**config.mk**
```make
export PLATFORM = sky130hd
export DESIGN_NAME = trdy_burst_ctrl
export DESIGN_NICKNAME = d
export VERILOG_FILES = /design/src/rtl/trdy_burst_ctrl.sv
export SDC_FILE = /design/constraint.sdc
export NUM_CORES = 1
export LEC_CHECK = 0
export ABC_AREA = 0
export ABC_CLOCK_PERIOD_IN_PS = 1680
export BUFFER_PORTS_ARGS = -buffer_cell sky130_fd_sc_hd__buf_2
export CORE_AREA = 2 2 39 41
export CTS_BUF_LIST = sky130_fd_sc_hd__clkbuf_8
export CTS_CLUSTER_DIAMETER = 150
export CTS_CLUSTER_SIZE = 16
export DETAILED_ROUTE_END_ITERATION = 8
export DIE_AREA = 0 0 41 43
export GPL_TIMING_DRIVEN = 0
export PLACE_DENSITY_LB_ADDON = 0.12
export SYNTH_ARGS = -nofsm -noshare
export SYNTH_HDL_FRONTEND = slang
export SYNTH_SLANG_ARGS = --single-unit
```
**constraint.sdc**
```tcl
create_clock -name clk -period 1.68 [get_ports clk]
set_input_delay 0.336 -clock clk [delete_from_list [all_inputs] [get_ports clk]]
set_output_delay 0.336 -clock clk [all_outputs]
set_load 0.1 [all_outputs]
```
**src/rtl/trdy_burst_ctrl.sv**
```systemverilog
// PCI target-ready burst controller: sequences TRDY# over multi-phase bursts with
// initial latency, storage-driven wait states, data-phase counting and STOP# disconnect.
module trdy_burst_ctrl #(
    parameter int WAIT_STATES = 0,
    parameter int MAX_BURST   = 4,
    parameter int CNT_W       = 4
) (
    input  logic             clk,
    input  logic             rst,
    input  logic             Frame,
    input  logic             Irdy,
    input  logic             devsel,
    input  logic             storageReady,
    output logic             Trdy,
    output logic             Stop,
    output logic             dataStrobe,
    output logic [CNT_W-1:0] dataPhaseCount,
    output logic [2:0]       o_dbg_state
);

    localparam int WAIT_W = (WAIT_STATES > 0) ? $clog2(WAIT_STATES + 1) : 1;
    localparam logic [WAIT_W-1:0] WAIT_LOAD     = WAIT_W'(WAIT_STATES);
    localparam logic [CNT_W-1:0]  BURST_LIMIT   = CNT_W'(MAX_BURST);
    localparam bit                BURST_LIMITED = (MAX_BURST != 0);

    localparam logic [2:0] S_IDLE = 3'd0;
    localparam logic [2:0] S_WAIT = 3'd1;
    localparam logic [2:0] S_DATA = 3'd2;
    localparam logic [2:0] S_DISC = 3'd3;
    localparam logic [2:0] S_TURN = 3'd4;

    logic [2:0]        r_state;
    logic [WAIT_W-1:0] r_wait;
    logic [CNT_W-1:0]  r_count;
    logic              r_trdy;
    logic              r_stop;

    logic [2:0]        w_next_state;
    logic [WAIT_W-1:0] w_next_wait;
    logic [CNT_W-1:0]  w_next_count;
    logic [CNT_W-1:0]  w_count_inc;
    logic              w_claim;
    logic              w_abort;
    logic              w_complete;

    assign w_claim     = !devsel && !Frame;
    assign w_abort     = devsel;
    assign w_complete  = (r_state == S_DATA) && !Irdy;
    assign w_count_inc = r_count + CNT_W'(1);

    // A completing phase is counted even if DEVSEL# drops in the same cycle,
    // since the strobe was already presented to storage.
    always_comb begin
        w_next_state = r_state;
        w_next_wait  = r_wait;
        w_next_count = r_count;
        case (r_state)
            S_IDLE: begin
                if (w_claim) begin
                    w_next_state = S_WAIT;
                    w_next_wait  = WAIT_LOAD;
                    w_next_count = '0;
                end
            end
            S_WAIT: begin
                if (w_abort) begin
                    w_next_state = S_IDLE;
                end else if (r_wait != '0) begin
                    w_next_wait = r_wait - WAIT_W'(1);
                end else if (storageReady) begin
                    w_next_state = S_DATA;
                end
            end
            S_DATA: begin
                if (w_complete) begin
                    w_next_count = w_count_inc;
                end
                if (w_abort) begin
                    w_next_state = S_IDLE;
                end else if (w_complete) begin
                    if (Frame) begin
                        w_next_state = S_TURN;
                    end else if (BURST_LIMITED && (w_count_inc == BURST_LIMIT)) begin
                        w_next_state = S_DISC;
                    end else if (!storageReady) begin
                        w_next_state = S_WAIT;
                        w_next_wait  = '0;
                    end
                end
            end
            S_DISC: begin
                if (w_abort) begin
                    w_next_state = S_IDLE;
                end else if (Frame) begin
                    w_next_state = S_TURN;
                end
            end
            S_TURN: begin
                w_next_state = S_IDLE;
            end
            default: begin
                w_next_state = S_IDLE;
            end
        endcase
    end

    // Outputs are registered from the next state so they change on the same edge.
    always_ff @(posedge clk) begin
        if (rst) begin
            r_state <= S_IDLE;
            r_wait  <= '0;
            r_count <= '0;
            r_trdy  <= 1'b1;
            r_stop  <= 1'b1;
        end else begin
            r_state <= w_next_state;
            r_wait  <= w_next_wait;
            r_count <= w_next_count;
            r_trdy  <= (w_next_state != S_DATA);
            r_stop  <= (w_next_state != S_DISC);
        end
    end

    assign Trdy           = r_trdy;
    assign Stop           = r_stop;
    assign dataStrobe     = !r_trdy && !Irdy;
    assign dataPhaseCount = r_count;
    assign o_dbg_state    = r_state;

endmodule
```
==> results.md <==
* Area grow syn2layout at 43.65%
* Hpwl dp at 896.4 microns
* Kind of critical path: flop to flop
* DRT antenna net count at 0
* DR iter-0 viols at 5
* Mapped Cells at 58
* Std cell rows at 14
* Top-area cell type share of the netlist area at 0.3326
* Number of global-route vias before repair at 412
* Leading area contributor after synthesis: dfxtp_1
* Vias per inst at 5.484
* Mapped cell area at 541.8 sq um
* Worst Hold Path Cells at 3
* Ys flop type: dfxtp_1
* Die H at 43 microns
* Layout cells sized above 1 at 0.5063
* Final hold violations at 0
* Yosys warnings at 0
* Fin crit share at 0.9863
* Clock transition time at the flip-flop clock pins of the worst setup and hold paths at 50 ps
* Worst-Skew Late Latency at 230 ps
* Maxcap violations at 0
* Multi-input logic area at 389.1 sq um
* Max IR drop VDD at 391.4 uV
* Hold-fix buffers, CTS at 0
* Max Root-Sink Buffers at 2
* Power Dens Cells at 640.8 nW/um^2
* Crit start category: flop
* Syn_nets at 66
* CTS tree: done
* Overall routing resource usage at 0.1551
* CTS root buf: clkbuf_8
* Placed Instances at 88
* Hold WC Path Type: input port to flop
* Die width at 41 microns
* EDFF count, synth at 0
* Core area at 1384 sq um
* Req. time, crit path at 1860 ps
* Total CTS buffers at 3
* DRC at 0
* GPL Wtd Cong at 0.7012
* RSZ-0062 raised after global routing: true
* Fin. max-slew vios at 0
* Status: finished clean
* Skew final at 3.105 ps
* Total Die Area at 1763 sq um
* Levels on crit path at 5
* Critical-path cell list: buf_6 > or3b_4 > or3_1 > o221a_2 > or3b_1
* Reg area at 203.9 sq um
* CTS HTree Levels at 1
* Total grt overflow at 0
* Mean cell area of the mapped netlist at 9.341 sq um
* Crit-path max FO at 9
* Crit end category: flop
* Final setup vio count at 0
* Vias at 521
* PnR Total Power at 498.7 uW
* Post-route insts no fill at 95
* CP max stage cell: or3b_4
* Clk sinks at 9
* Antenna violations before repair at 0
* Slowest stage delay, CP at 400 ps
* Final min period at 1657 ps
* Yosys reg bits at 9
* Cells on worst reg2reg path at 5
* Inserted Diodes at 0
* Relative slew slack at 0.6778
* Commonest cells post-synth: dfxtp_1, nor2_1, inv_1, nor3b_1
* Yosys cell types at 35
* Port Buffers at 14
* Largest net degree at the start of global routing at 10
* WL final at 1183 microns
* Asr flop ratio synth at 0
* Worst-Margin Slew at 486.6 ps
* Top delay family on crit path: simple AND/OR/NAND/NOR gates
* Starting Density at 0.3915
* # IOs at 16
* CP Data Arrival Time at 1840 ps
* Synth top area cells: dfxtp_1, ha_1, nor2_1
* DR pass1 iterations at 3
* CP Buf/Inv Count at 1
* Static Leak at 0.3004 nW
* Layout Nets at 88
* Max Clock Freq at 603.5 MHz
* Register area share after synthesis at 0.3326
* WL/cell at 12.45 microns
* First-pass GRT wire length at 1849 microns
* Cell with the most instances after synthesis: dfxtp_1
* Filler cell count in the final layout at 138
==> metal layers <==
layer / wire [microns] / track usage / up-vias / part of all wire
met5: 0 / 0 / - / 0
met3: 63 / 0.03141 / 4 / 0.053
li1: - / - / 265 / -
met4: 24 / 0.1000 / 0 / 0.020
met2: 563 / 0.2250 / 13 / 0.48
met1: 532 / 0.1981 / 239 / 0.45
==> worst min-delay path, delay by kind of cell <==
kind | cells | cell delay, ps
buffers and inverters | 1 | 120
AOI/OAI and AO/OA | 1 | 50
and+or+nand+nor | 1 | 70
==> per-stage QoR <==
step / instance area (sq um) / setup TNS, ps / hold slack (ps) / setup slack [ps] / utilization
after floorplan: 611.8 / -46.82 / 439.0 / -46.82 / -
after global placement: 701.9 / -181.8 / 469.2 / -71.52 / 0.5072
after detailed placement: 701.9 / -179.0 / 466.1 / -62.27 / 0.5072
after CTS: 748.2 / 0 / 388.2 / 17.20 / 0.5407
after global routing: 778.2 / -62.84 / 413.7 / -62.84 / 0.5624
final: 778.2 / 0 / 393.8 / 23.10 / 0.5624
==> cell type report <==
class / count / area share
tap: 16 / 0.02572
buffer: 2 / 0.01929
clock inverter: 1 / 0.006431
multi-input combinational: 44 / 0.5000
sequential: 9 / 0.2621
timing repair buffer: 17 / 0.1190
inverter: 3 / 0.01447
clock buffer: 3 / 0.05305
==> power by group <==
part           switching [mW]  internal, mW
Clock                  0.0874         0.162
Sequential           0.000603         0.205
Combinational          0.0266        0.0169
==> final timing paths <==
kind	startpoint	endpoint	slack (ps)
max	o_dbg_state[0]	Stop	20
min	Frame	o_dbg_state[2]	390
max reg2reg	o_dbg_state[0]	Stop	20
min reg2reg	o_dbg_state[2]	o_dbg_state[0]	480
==> registers in the layout (all words and copies together) (netlist names) <==
name and cells:
dataPhaseCount 4, o_dbg_state 3, Stop 1, Trdy 1
==> placed cells by master, fill, tap and decap left out, types with 2 or more instances in the layout <==
master and instances:
or3_1 2, buf_4 3, inv_1 3, buf_2 14
o21ai_0 2, ha_4 2, clkbuf_8 3, dfxtp_1 2
a32o_1 2, nor2_1 5, nor3b_1 3, dfxtp_4 6
o21ai_1 2
==> logic make-up (layout without fill, tap and decap cells) <==
kind of cell / after synthesis / count (layout) / share of synthesized area
AO/OA/AOI/OAI: 16 / 16 / 0.2286
adder cells (fa/ha/maj): 2 / 2 / 0.04618
buffers and inverters: 5 / 26 / 0.04849
flip-flops: 9 / 9 / 0.3326
multiplexers: 2 / 2 / 0.03926
AND/OR/NAND/NOR: 24 / 24 / 0.3049
==> timing repair <==
action | CTS | global route
endpoints found under the setup margin | 0 | 3
resized for setup | 0 | 1
setup buffers | 0 | 3
Power figures use the tool's default switching activity.
